`src/rtl/mem_arb_pkg.sv`:
```
// rtl/mem_arb_pkg.sv - shared FSM state and grant encodings for the memory port arbiter
package mem_arb_pkg;

  typedef enum logic [1:0] {
    IDLE   = 2'd0,
    ACCESS = 2'd1,
    RESP   = 2'd2
  } arb_state_t;

  typedef enum logic {
    GNT_CPU = 1'b0,
    GNT_DMA = 1'b1
  } arb_gnt_t;

endpackage

```
`src/rtl/mem_arb_fair.sv`:
```
// rtl/mem_arb_fair.sv - DMA starvation counter; forces a DMA grant after FAIR_MAX contested CPU wins
module mem_arb_fair
  import mem_arb_pkg::*;
#(
  parameter int FAIR_MAX = 4
) (
  input  logic clk,
  input  logic rst,
  input  logic arb_valid,
  input  logic cpu_req,
  input  logic dma_req,
  output logic dma_override
);

  localparam int SW = $clog2(FAIR_MAX + 1);

  logic [SW-1:0] starve;
  arb_gnt_t      gnt_now;

  assign dma_override = (starve == SW'(FAIR_MAX));
  assign gnt_now      = (dma_req && (!cpu_req || dma_override)) ? GNT_DMA : GNT_CPU;

  // Only CPU wins taken while DMA was waiting count as starvation; saturates at FAIR_MAX.
  always_ff @(posedge clk or posedge rst) begin
    if (rst) begin
      starve <= '0;
    end else if (arb_valid) begin
      if (gnt_now == GNT_DMA) begin
        starve <= '0;
      end else if (dma_req && !dma_override) begin
        starve <= starve + SW'(1);
      end
    end
  end

endmodule

```
`src/rtl/mem_port_arbiter.sv`:
```
// rtl/mem_port_arbiter.sv - CPU/DMA arbiter for the unified memory, fixed LAT wait states
// Optional fairness: define MEM_ARB_FAIR_EN to enable DMA anti-starvation via mem_arb_fair.
module mem_port_arbiter
  import mem_arb_pkg::*;
#(
  parameter int ADDR_W   = 32,
  parameter int DATA_W   = 32,
  parameter int LAT      = 2,
  parameter int FAIR_MAX = 4
) (
  input  logic              clk,
  input  logic              rst,
  input  logic              cpu_req,
  input  logic              cpu_we,
  input  logic [ADDR_W-1:0] cpu_addr,
  input  logic [DATA_W-1:0] cpu_wdata,
  output logic              cpu_ready,
  input  logic              dma_req,
  input  logic              dma_we,
  input  logic [ADDR_W-1:0] dma_addr,
  input  logic [DATA_W-1:0] dma_wdata,
  output logic              dma_ready,
  output logic [DATA_W-1:0] rdata,
  output logic              mem_rd,
  output logic              mem_wr,
  output logic [ADDR_W-1:0] mem_addr,
  output logic [DATA_W-1:0] mem_wdata,
  input  logic [DATA_W-1:0] mem_rdata,
  output logic              busy
);

  localparam int CW = $clog2(LAT + 1);

  arb_state_t        state, state_n;
  arb_gnt_t          gnt, gnt_n;
  logic [CW-1:0]     cnt, cnt_n;
  logic              any_req;
  logic              dma_win;
  logic              dma_override;
  logic              we_g;
  logic [ADDR_W-1:0] addr_g;
  logic [DATA_W-1:0] wdata_g;
  logic              last_access;

  assign any_req = cpu_req | dma_req;
  assign dma_win = dma_req & (~cpu_req | dma_override);

`ifdef MEM_ARB_FAIR_EN
  mem_arb_fair #(
    .FAIR_MAX (FAIR_MAX)
  ) u_fair (
    .clk          (clk),
    .rst          (rst),
    .arb_valid    ((state == IDLE) && any_req),
    .cpu_req      (cpu_req),
    .dma_req      (dma_req),
    .dma_override (dma_override)
  );
`else
  logic unused_fair;
  assign dma_override = 1'b0;
  assign unused_fair  = ^FAIR_MAX;
`endif

  assign we_g        = (gnt == GNT_DMA) ? dma_we    : cpu_we;
  assign addr_g      = (gnt == GNT_DMA) ? dma_addr  : cpu_addr;
  assign wdata_g     = (gnt == GNT_DMA) ? dma_wdata : cpu_wdata;
  assign last_access = (state == ACCESS) && (cnt == '0);

  always_ff @(posedge clk or posedge rst) begin
    if (rst) begin
      state <= IDLE;
      gnt   <= GNT_CPU;
      cnt   <= '0;
    end else begin
      state <= state_n;
      gnt   <= gnt_n;
      cnt   <= cnt_n;
    end
  end

  always_comb begin
    state_n = state;
    gnt_n   = gnt;
    cnt_n   = cnt;
    case (state)
      IDLE: begin
        if (any_req) begin
          state_n = ACCESS;
          gnt_n   = dma_win ? GNT_DMA : GNT_CPU;
          cnt_n   = CW'(LAT - 1);
        end
      end
      ACCESS: begin
        if (cnt == '0) begin
          state_n = RESP;
        end else begin
          cnt_n = cnt - CW'(1);
        end
      end
      RESP:    state_n = IDLE;
      default: state_n = IDLE;
    endcase
  end

  // Memory side is decoded from registered state only, so reset drops the strobes at once.
  always_comb begin
    mem_rd    = 1'b0;
    mem_wr    = 1'b0;
    mem_addr  = '0;
    mem_wdata = '0;
    if (state == ACCESS) begin
      mem_rd    = ~we_g;
      mem_wr    = we_g;
      mem_addr  = addr_g;
      mem_wdata = wdata_g;
    end
  end

  always_ff @(posedge clk or posedge rst) begin
    if (rst) begin
      rdata <= '0;
    end else if (last_access && !we_g) begin
      rdata <= mem_rdata;
    end
  end

  assign cpu_ready = (state == RESP) && (gnt == GNT_CPU);
  assign dma_ready = (state == RESP) && (gnt == GNT_DMA);
  assign busy      = (state != IDLE);

endmodule

```
`config.mk`:
```
export PLATFORM = sky130hd
export DESIGN_NAME = mem_port_arbiter
export DESIGN_NICKNAME = d
export VERILOG_FILES = /design/src/rtl/mem_arb_pkg.sv /design/src/rtl/mem_arb_fair.sv /design/src/rtl/mem_port_arbiter.sv
export SDC_FILE = /design/constraint.sdc
export NUM_CORES = 1
export LEC_CHECK = 0
export CAP_MARGIN = 20
export CORE_ASPECT_RATIO = 0.5
export CORE_UTILIZATION = 31
export DETAILED_ROUTE_END_ITERATION = 6
export MAX_ROUTING_LAYER = met4
export PLACE_DENSITY = 0.92
export SETUP_SLACK_MARGIN = 0.2
export SYNTH_ARGS = -nofsm -noshare
export SYNTH_HDL_FRONTEND = slang
export SYNTH_HIERARCHICAL = 1
export SYNTH_SLANG_ARGS = --single-unit
```
`constraint.sdc`:
```
create_clock -name clk -period 2.3 [get_ports clk]
set_input_delay 0.46 -clock clk [delete_from_list [all_inputs] [get_ports clk]]
set_output_delay 0.46 -clock clk [all_outputs]
set_load 0.02 [all_outputs]
```
* After elaboration in Yosys (flattened, before gate mapping)
Index checks and enable logic that the tools add are counted.
** Cells by class
- $add $sub $neg :: 1
- Equal/unequal tests :: 5
- Muxes and demuxes :: 13
- Bitwise gates (word level) :: 5
- Reductions and logical operators :: 12
** Operators by type and width (number)
- 2-to-1 mux 32 bit :: 4
- case mux 2 bit (2 select lines) :: 2
- 2-to-1 mux 2 bit :: 3
- logical AND 1 bit :: 4
- zero test 2 bit :: 2
- 2-to-1 mux 1 bit :: 4
- inequality test 2 bit, second input constant :: 2
- AND reduction 2 bit :: 2
- nonzero test 2 bit :: 2
- NOT 1 bit :: 3
- AND reduction 3 bit :: 1
- equality test 2 x 1 -> 1 bit, second input constant :: 1
- equality test 2 bit, second input constant :: 1
- inequality test 2 x 1 -> 1 bit, second input constant :: 1
- subtractor 2 x 1 -> 2 bit, second input constant :: 1
- bitwise AND 1 bit :: 1
- zero test 1 bit :: 1
- OR 1 bit :: 1
** Storage, ports and cells
- Register bits :: 37
- Input port bits :: 166
- Logic and storage cells :: 40

* Longest topological paths before layout
Gate-level depths: netlist of the first run.
- Depth after elaboration :: 3
- Gate-level depth with buffers :: 6

* Worst setup path after synthesis of the first run
No wires, ideal clock.
- Kind :: reg-to-output
- Start point :: reg gnt
- End point :: out cpu_ready
- Arrival :: 1.419 ns
- Slack :: 0.421 ns
- Cell stages (with the launch flop) :: 5
- Cells stage by stage :: dfrtp_1 > buf_2 > buf_2 > buf_2 > nor3b_1
** On the way
- Word-level cells in the longest chain between the ends :: 2
** RTL lines
- start: declaration :: RTL line mem_port_arbiter.sv:35 : arb_gnt_t gnt, gnt_n;
- start signal: assignment :: RTL line mem_port_arbiter.sv:77 : gnt <= gnt_n;
- NOT 1 bit :: RTL line mem_port_arbiter.sv:128 : assign cpu_ready = (state == RESP) && (gnt == GNT_CPU);
- logical AND 1 bit :: RTL line mem_port_arbiter.sv:128
- end: declaration :: RTL line mem_port_arbiter.sv:17 : output logic cpu_ready,
Every way passes these cells.

* Worst setup path in the final report of the first run
- Start point :: reg gnt
- End point :: out mem_wr
** On the way
- Word-level cells in the longest chain between the ends :: 2
** RTL lines
- 2-to-1 mux 1 bit :: RTL line mem_port_arbiter.sv:65 : assign we_g = (gnt == GNT_DMA) ? dma_we : cpu_we;
- 2-to-1 mux 1 bit :: RTL line mem_port_arbiter.sv:112 : if (state == ACCESS) begin
- end: declaration :: RTL line mem_port_arbiter.sv:25 : output logic mem_wr,
Every way passes these cells.

==> results.md, run 1 <==
* Status: complete, no violations
* CP Data Arrival Time at between 1500 and 2000 ps
* Yosys cell types at 20
* Buf/Inv on CP at 2
* Slowest-stage cell, CP: dfrtp_4
* Leakage at 2.50 nW
* CP Launch Type: flop
* Sequential Power Share at 0.169
* #FFs+latches synth at 37
* Die Span X at between 100 and 150 µm
* Reg area at 931 µm²
* Mean cell area of the mapped netlist at 10.6 µm²
* First-pass GRT wire length at 16.5 mm
* Sequential area share after synthesis at 0.363
* Clock transition at the registers of the reported paths at 60 ps
* Max Clk Rate at 0.474 GHz
* Max stage delay on crit path at 520 ps
* Fill cells at 565
* Final Skew at 3.87 ps
* Htree depth at 2
* Unrepaired setup endpoints after global routing: yes
* Initial antenna violation count at 0
* Post-DP HPWL at about 8.7 mm
* Worst relative slew slack at 0.685
* Synth Net Count at a little over 400
* Pre-CTS WS at -118 ps
* Fin nets at 675
* Row cnt at 22
* Routed Antenna Nets at 0
* Final worst slack at 189 ps
* DRT iter0 DRCs at 128
* Crit path required time at 1840 ps
* Total track usage at 0.268
* TritonCTS buffer count at 5
* Final min period at ~2100 ps
* Clk pwr share at 0.106
* Gr ovfl total at 0
* Multi-input logic area at 0.00152 mm²
* GR Util met1 at 0.277
* Setup crit start: gnt$_DFFE_PP0P_
* Routability cong. at 0.758
* Met2 GRT Util at 0.513
* Slew @ Worst Pin at between 400 and 500 ps
* DIE AREA at 0.00861 mm²
* Worst Hold Launch: rdata[18]$_DFFE_PP0P_
* Detailed Route WL at 11.7 mm
* DRC violations left at 0
* Starting Density at 0.334
* DRT Pass-1 Iters at 4
* Critical Path, Cell by Cell: buf_4, mux2i_4, nor2_1, clkdlybuf4s15_2
* Cell family with the largest share of critical-path delay: flip-flops
* Net switching power figure at about 3.4 mW
* Layout area overhead at 113%
* Final setup vio count at 0
* Worst R2R Start: gnt$_DFFE_PP0P_
* Yosys warns at 6
* Switch share at 0.454
* Setup CP Type: flop to primary output
* Port Buffers at between 200 and 300
* CTS tree: yes
* CTS Buffer Depth at 2
* GRT met3 Usage at 0.0469
* GR peak layer: met2
* Max FO, Critical Path at 4
* HP Class: flop to flop
* Skew-Pair Late Insertion Delay at 280 ps
* Routed len/inst at 18.9 µm
* Synthesized area at 0.00255 mm²
* Vias per cell at 4.64
* Synthesized instance count at 240
* Power per Cell Area at about 1400 mW/mm²
* Vias in the first global route at 3008
* Vias at 2865
* Clk sinks at 37
* Tcrit/Tclk final at 0.918
* CTS Hold Bufs at 0
* Share of post-route cells with drive strength above 1 at 0.216
* Design Power at 7.45 mW
* Setup crit end kind: primary output
* Max-slew violations at 0
* Clock root cell: clkbuf_16
* ANT cells at 0
* Final Hold Vio Count at 0
* Total core area at 0.00762 mm²
* Logic pwr share at 0.725
* Die height at 66.1 µm
* Max_cap viols at 0
* I/O pin total at 267
* Largest net degree at the start of global routing at 38
* Internal Power at 4.07 mW
* Worst vdd ir at 0.686 mV
placed cells by master, fill, tap and decap left out, drive strengths merged, types with 2 or more instances in the layout:
cell type | netlist | routed
a21oi | 3 | 3
and2 | 2 | 2
buf | 17 | 43
clkbuf | 2 | 16
clkdlybuf4s15 | 0 | 16
clkdlybuf4s50 | 0 | 197
dfrtp | 37 | 37
dlygate4sd2 | 0 | 13
inv | 5 | 5
mux2 | 33 | 33
mux2i | 66 | 66
nor2 | 68 | 68
worst register-to-register path, delay by kind of cell (launching register included):
family        cells  cell delay (ps)
buf+inv           2              390
flops             1              520
mux               2              580
simple gates      1              250
path summary, 6_finish.rpt:
kind,cells after the start,to,slack (ps)
max in group asynchronous,3,gnt$_DFFE_PP0P_,1350
min in group asynchronous,3,rdata[26]$_DFFE_PP0P_,590
worst min register to register,1,rdata[18]$_DFFE_PP0P_,520
worst max-delay path,4,mem_wr,190
worst max register to register,5,rdata[12]$_DFFE_PP0P_,440
worst min-delay path,1,rdata[18]$_DFFE_PP0P_,520
Yosys cell counts:
| cell type | n | share of area |
|---|---|---|
| a21oi_1 | 3 | 0.0059 |
| and2_1 | 2 | 0.0049 |
| and3_1 | 1 | 0.0025 |
| and3b_1 | 1 | 0.0034 |
| buf_1 | 4 | 0.0059 |
| buf_2 | 9 | 0.018 |
| buf_4 | 1 | 0.0029 |
| buf_8 | 3 | 0.018 |
| clkbuf_1 | 2 | 0.0029 |
| dfrtp_1 | 37 | 0.36 |
| ha_1 | 1 | 0.0049 |
| inv_1 | 5 | 0.0074 |
| mux2_2 | 3 | 0.013 |
| mux2_4 | 30 | 0.18 |
| mux2i_1 | 66 | 0.26 |
| nand2b_1 | 1 | 0.0025 |
| nor2_1 | 68 | 0.10 |
| nor2b_1 | 1 | 0.0025 |
| nor3b_1 | 1 | 0.0029 |
| o31ai_1 | 1 | 0.0029 |
kinds of logic after synthesis:
kind of cell             Yosys count  synth area share
AO/OA/AOI/OAI                      4           0.00884
adder cells (fa/ha/maj)            1           0.00491
buffers and inverters             24            0.0545
flip-flops                        37             0.363
multiplexers                      99             0.449
AND/OR/NAND/NOR                   75             0.119
flip-flops by register name, indices dropped and copies added (netlist names):
signal / cells
cnt: 2
gnt: 1
rdata: 32
state: 2
repair_timing:
action	in CTS	in global routing
hold endpoints to repair	0	0
setup buffers	1	1
cloned	1	0
resized for setup	178	34
setup endpoints to repair	69	45
cell type report:
type,count,area share
clock buffer,5,0.0231
clock inverter,3,0.00855
inverter,5,0.00346
sequential,37,0.172
timing repair buffer,280,0.488
tap,108,0.0249
multi-input combinational,179,0.280
metrics by stage:
stage	setup TNS [ps]	instances	util	instance area, µm²	hold slack, ps
3_5_place_dp	-185	606	0.702	5350	494
3_3_place_gp	-214	606	0.702	5350	489
6_report	0	617	0.711	5420	516
2_1_floorplan	0	240	-	2550	479
5_1_grt	0	617	0.711	5420	528
4_1_cts	0	616	0.719	5480	514
power groups by stage:
stage | Sequential (mW) | Clock (mW) | Combinational [mW]
6_report | 1.26 | 0.789 | 5.40
5_1_grt | 1.28 | 0.815 | 5.66
4_1_cts | 1.26 | 0.790 | 5.43
3_5_place_dp | 1.24 | 0 | 5.61
3_3_place_gp | 1.22 | 0 | 5.53
2_1_floorplan | 1.52 | 0 | 2.75
layer usage:
layer  wire length [µm]  vias up
met5                  0        -
met3                392       34
met2               6540      110
met4                318        0
li1                   -     1351
met1               4430     1370
Power figures use the tool's default switching activity.
==> inputs of run 2 (changes only) <==
--- a/config.mk
+++ b/config.mk
@@ -6,11 +6,13 @@
 export NUM_CORES = 1
 export LEC_CHECK = 0
 export CAP_MARGIN = 20
+export CELL_PAD_IN_SITES_DETAIL_PLACEMENT = 0
+export CELL_PAD_IN_SITES_GLOBAL_PLACEMENT = 1
 export CORE_ASPECT_RATIO = 0.5
-export CORE_UTILIZATION = 31
+export CORE_UTILIZATION = 21
 export DETAILED_ROUTE_END_ITERATION = 6
 export MAX_ROUTING_LAYER = met4
-export PLACE_DENSITY = 0.92
+export PLACE_DENSITY = 0.93
 export SETUP_SLACK_MARGIN = 0.2
 export SYNTH_ARGS = -nofsm -noshare
 export SYNTH_HDL_FRONTEND = slang
==> results.md, run 2 (synthesis gave the netlist of run 1 again) <==
* Pre-CTS WS at -10.8 ps (+107 ps)
* Max stage delay on crit path at 510 ps (about the same)
* Starting Density at 0.216 (-0.118)
* Total track usage at 0.157 (-0.112)
* R2R setup slack at 440 ps (about the same)
* Worst relative slew slack at 0.688 (+0.00274)
* Max-slew violations at 0 (unchanged)
* Max Clk Rate at 0.476 GHz (+0.54%)
* Tcrit/Tclk final at 0.913 (-0.00491)
* Slew @ Worst Pin at 469 ps (-0.105 ps)
* DRT Pass-1 Iters at 4 (unchanged)
* Commonest non-fill, non-tap cell in the layout: clkdlybuf4s50_1
* Biggest regs: rdata x32, cnt x2, state x2
* Final min period at 2100 ps (-11.3 ps)
* Die height at 79.9 µm (+21%)
* Unrepaired setup endpoints after global routing: yes
* DIE AREA at 0.0126 mm² (+46%)
* TritonCTS buffer count at 5 (unchanged)
* Vias in the first global route at 2653 (-12%)
* Routed len/inst at 15.1 µm (-20%)
* CTS Buffer Depth at 2 (unchanged)
* Status: complete, no violations
* Row cnt at 28 (+27%)
* Slowest-stage cell, CP: dfrtp_4
* Vias at 2768 (-3.4%)
* Vias per cell at 4.05 (-13%)
* ANT cells at 0 (unchanged)
* Detailed Route WL at 10.3 mm (-12%)
* DRT iter0 DRCs at 83 (-35%)
* Final setup vio count at 0 (unchanged)
* Initial antenna violation count at 0 (unchanged)
* Die Span X at 158 µm (+21%)
* Largest Register: rdata
* Leakage at 2.54 nW (+1.6%)
* Max FO, Critical Path at 6 (+2)
* Routed Antenna Nets at 0 (unchanged)
* Clk sinks at 37 (unchanged)
* Layout area overhead at 115%
* Max reg flops at 32 (unchanged)
* Final worst slack at 200 ps (+11.3 ps)
* Clock root cell: clkbuf_16
* Port Buffers at 266 (unchanged)
* Final Cell Area at 0.00548 mm² (+1.2%)
* Setup crit end kind: primary output
* DRC violations left at 0 (unchanged)
* Design Power at 7.34 mW (-1.4%)
* Worst vdd ir at 0.438 mV (-36%)
* Setup TNS at 0 ps (unchanged)
* Htree depth at 2 (unchanged)
* HP Class: flop to flop
* Crit path required time at 1840 ps (about the same)
* Share of post-route cells with drive strength above 1 at 0.260 (+0.0440)
* CTS tree: yes
* Routability cong. at 0.746 (-1.6%)
* First-pass GRT wire length at 14.8 mm (-11%)
* Largest net degree at the start of global routing at 38 (unchanged)
* I/O pin total at 267 (unchanged)
* Max_cap viols at 0 (unchanged)
* Skew-Pair Late Insertion Delay at 280 ps (about the same)
* Gr ovfl total at 0 (unchanged)
* Setup CP Type: flop to primary output
* Most frequent cells in the layout: clkdlybuf4s50_1, nor2_1, mux2i_1
* Post-DP HPWL at 8.07 mm (-7.2%)
* Fin nets at 686 (+1.6%)
* CP Launch Type: flop
* Area of placed instances at 0.00542 mm² (+1.3%)
* Power per Cell Area at 1340 mW/mm² (-2.6%)
* Final Skew at 5.64 ps (+1.77 ps)
* Critical Path, Cell by Cell: buf_6, buf_6, buf_4, mux2i_1, nor2_1, buf_4
* Final Hold Vio Count at 0 (unchanged)
* CP Data Arrival Time at 1640 ps (about the same)
* Total core area at 0.0118 mm² (+55%)
* Clock transition at the registers of the reported paths at 60 ps (about the same)
* CTS Hold Bufs at 0 (unchanged)
[run 2: power breakdown]
| group | leakage [nW] | switching (mW) | total (mW) | internal, mW |
|---|---|---|---|---|
| clock | 0.0667 | 0.239 | 0.633 | 0.393 |
| sequential | 0.441 | 0.218 | 1.21 | 0.992 |
| combinational | 2.03 | 2.78 | 5.50 | 2.72 |
[run 2: cell type report]
type	instances	area, µm²
Fill cell	1150	6320
Timing Repair Buffer	291	2700
Multi-Input combinational cell	179	1500
Sequential cell	37	930
Tap cell	165	206
Clock buffer	6	129
Inverter	5	18.8
Clock inverter	1	5.00
[run 2: through the flow]
step                       util  instances  hold WS (ps)
after floorplan               -        240           479
after global placement    0.459        663           489
after detailed placement  0.459        663           491
after CTS                 0.464        680           509
after global routing      0.464        684           521
final                     0.464        684           504
[run 2: worst paths after layout]
path / startpoint / end / cells after the start
worst max register to register: gnt$_DFFE_PP0P_ / rdata[12]$_DFFE_PP0P_ / 5
max in group asynchronous: rst / gnt$_DFFE_PP0P_ / 3
min in group asynchronous: rst / rdata[5]$_DFFE_PP0P_ / 3
worst min register to register: rdata[30]$_DFFE_PP0P_ / rdata[30]$_DFFE_PP0P_ / 1
worst max-delay path: gnt$_DFFE_PP0P_ / mem_wdata[14] / 6
worst min-delay path: rdata[30]$_DFFE_PP0P_ / rdata[30]$_DFFE_PP0P_ / 1
[run 2: per-layer routing]
metal	routed length, µm	part of all wire	global-route usage	up-vias
li1	-	-	-	1365
met1	4360	0.42	0.190	1320
met2	5580	0.54	0.283	72
met3	276	0.027	0.0174	11
met4	105	0.010	0.0320	0
met5	0	0	-	-
[run 2: repair_timing]
item | CTS | global route
setup endpoints to repair | 68 | 64
gates cloned | 1 | 2
pin swaps | 1 | 4
hold endpoints to repair | 0 | 0
setup buffers | 9 | 2
resized for setup | 205 | 67
[run 2: worst max-delay path: cells and delay by family (launching register included)]
family	cells	cell delay, ps
buffers and inverters	4	580
flip-flops	1	510
multiplexers	1	110
AND/OR/NAND/NOR	1	160
==> inputs of run 3 (changes only) <==
--- a/config.mk
+++ b/config.mk
@@ -9,10 +9,10 @@
 export CELL_PAD_IN_SITES_DETAIL_PLACEMENT = 0
 export CELL_PAD_IN_SITES_GLOBAL_PLACEMENT = 1
 export CORE_ASPECT_RATIO = 0.5
-export CORE_UTILIZATION = 21
+export CORE_UTILIZATION = 19
 export DETAILED_ROUTE_END_ITERATION = 6
 export MAX_ROUTING_LAYER = met4
-export PLACE_DENSITY = 0.93
+export PLACE_DENSITY = 0.86
 export SETUP_SLACK_MARGIN = 0.2
 export SYNTH_ARGS = -nofsm -noshare
 export SYNTH_HDL_FRONTEND = slang
==> constraint.sdc (replaced) <==
create_clock -name clk -period 2 [get_ports clk]
set_input_delay 0.4 -clock clk [delete_from_list [all_inputs] [get_ports clk]]
set_output_delay 0.4 -clock clk [all_outputs]
set_load 0.02 [all_outputs]
==> results.md, run 3 (synthesis gave the netlist of run 1 again) <==
* Final core utilization at 0.457 (-0.00699)
* Worst vdd ir at 0.513 mV (+17%)
* Status: finished with violations
* First-pass GRT wire length at 16.2 mm (+9.6%)
* Setup crit end kind: primary output
* DRT Pass-1 Iters at 6 (+2)
* Die height at 83.9 µm (+5.0%)
* Setup TNS at 0 ps (unchanged)
* HP Class: primary input to async pin
* DRT iter0 DRCs at 85 (+2.4%)
* Tcrit/Tclk final at 0.974
* Final min period at 1950 ps
* Biggest regs: rdata x32, cnt x2, state x2
* Crit path required time at 1600 ps (-240 ps)
* TritonCTS buffer count at 5 (unchanged)
* I/O pin total at 267 (unchanged)
* Largest Register: rdata
* Routed Antenna Nets at 0 (unchanged)
* Detailed Route WL at 10.9 mm (+5.3%)
* Row cnt at 29 (+3.6%)
* Max reg flops at 32 (unchanged)
* Slew @ Worst Pin at 496 ps (+27.4 ps)
* Failing checks: DRC
* CTS Hold Bufs at 0 (unchanged)
* CP Launch Type: flop
* Initial antenna violation count at 0 (unchanged)
* Cell family with the largest share of critical-path delay: flip-flops
* Total track usage at 0.154 (-0.00318)
* Max FO, Critical Path at 7 (+1)
* Clock root cell: clkbuf_16
* Vias at 2769 (+0.036%)
* Power per Cell Area at 1570 mW/mm² (+18%)
* Commonest non-fill, non-tap cell in the layout: clkdlybuf4s50_1
* Share of post-route cells with drive strength above 1 at 0.288 (+0.0278)
* Die Span X at 166 µm (+5.1%)
* Max_cap viols at 0 (unchanged)
* Final Hold Vio Count at 0 (unchanged)
* Final setup vio count at 0 (unchanged)
* Slowest-stage cell, CP: dfrtp_4
* Layout area overhead at 131%
* Max stage delay on crit path at 570 ps (+60 ps)
* Starting Density at 0.198 (-0.0180)
* Post-DP HPWL at 8.40 mm (+4.2%)
* Clk sinks at 37 (unchanged)
* CTS tree: yes
* Hold slack at 457 ps (-46.8 ps)
* Fin nets at 694 (+1.2%)
* CP Data Arrival Time at 1550 ps (-90 ps)
* Worst relative slew slack at 0.669 (-0.0186)
* Gr ovfl total at 0 (unchanged)
* Max Clk Rate at 0.514 GHz
* Buf/Inv on CP at 3 (-1)
* ANT cells at 0 (unchanged)
* Final Skew at 4.35 ps (-1.29 ps)
* Total core area at 0.0129 mm² (+9.1%)
* Leakage at 2.68 nW (+5.2%)
* DRC violations left at 3 (+3)
* Design Power at 9.27 mW (+26%)
* Critical Path, Cell by Cell: clkbuf_16, buf_6, mux2i_1, nor2_1, buf_4
* Routed len/inst at 15.6 µm (+3.2%)
* Clock transition at the registers of the reported paths at 60 ps (about the same)
* Setup CP Type: flop to primary output
* Skew-Pair Late Insertion Delay at 280 ps (about the same)
* Most frequent cells in the layout: clkdlybuf4s50_1, buf_4, nor2_1
* Htree depth at 2 (unchanged)
* DIE AREA at 0.0139 mm² (+10%)
* Port Buffers at 266 (unchanged)
* Vias per cell at 3.97 (-2.0%)
* Routability cong. at 0.762 (+2.2%)
* Unrepaired setup endpoints after global routing: yes
* Max-slew violations at 0 (unchanged)
* CTS Buffer Depth at 2 (unchanged)
* Largest net degree at the start of global routing at 32 (-16%)
* Vias in the first global route at 2903 (+9.4%)
==> run 3: path summary, 6_finish.rpt <==
path | endpoint | depth (start not counted) | slack [ps] | from
worst max-delay path | mem_addr[26] | 5 | 50 | gnt$_DFFE_PP0P_
worst min-delay path | rdata[9]$_DFFE_PP0P_ | 2 | 460 | rst
worst max register to register | rdata[27]$_DFFE_PP0P_ | 7 | 60 | gnt$_DFFE_PP0P_
worst min register to register | cnt[1]$_DFFE_PP0P_ | 1 | 510 | cnt[1]$_DFFE_PP0P_
max in group asynchronous | rdata[27]$_DFFE_PP0P_ | 3 | 1030 | rst
min in group clk | cnt[1]$_DFFE_PP0P_ | 1 | 510 | cnt[1]$_DFFE_PP0P_
==> run 3: cell type report <==
cell class	instances	area (µm²)
sequential	37	930
inverter	5	18.8
fill	1233	6990
tap	170	213
multi-input combinational	179	1560
clock inverter	1	30.0
clock buffer	7	143
timing repair buffer	299	3000
==> run 3: routing by layer <==
metal / share of wire / up-vias / GRT usage / routed length (µm)
met5: 0 / - / - / 0
met4: 0.015 / 0 / 0.0306 / 167
met3: 0.024 / 13 / 0.0251 / 260
met2: 0.55 / 58 / 0.287 / 6000
met1: 0.41 / 1311 / 0.174 / 4440
li1: - / 1387 / - / -
==> run 3: metrics by stage <==
step / setup WS, ps / instance area, µm² / std cells
detailed placement: -144 / 5550 / 673
CTS: -9.24 / 5740 / 689
global route: -7.71 / 5890 / 698
global placement: -131 / 5550 / 673
floorplan: 269 / 2550 / 240
finish: 52.6 / 5890 / 698
==> run 3: power by group <==
group          switching (mW)  total (mW)  internal (mW)
clock                   0.298       0.921          0.622
sequential              0.274        1.42           1.14
combinational            3.26        6.94           3.67
total                    3.84        9.27           5.44
==> run 3: timing repair <==
item / 4_1_cts / 5_1_grt
gates cloned: 2 / 2
pin swaps: 7 / 4
setup buffers: 6 / 7
gates resized for setup: 310 / 63
endpoints found under the setup margin: 92 / 101
hold endpoints to repair: 0 / 0
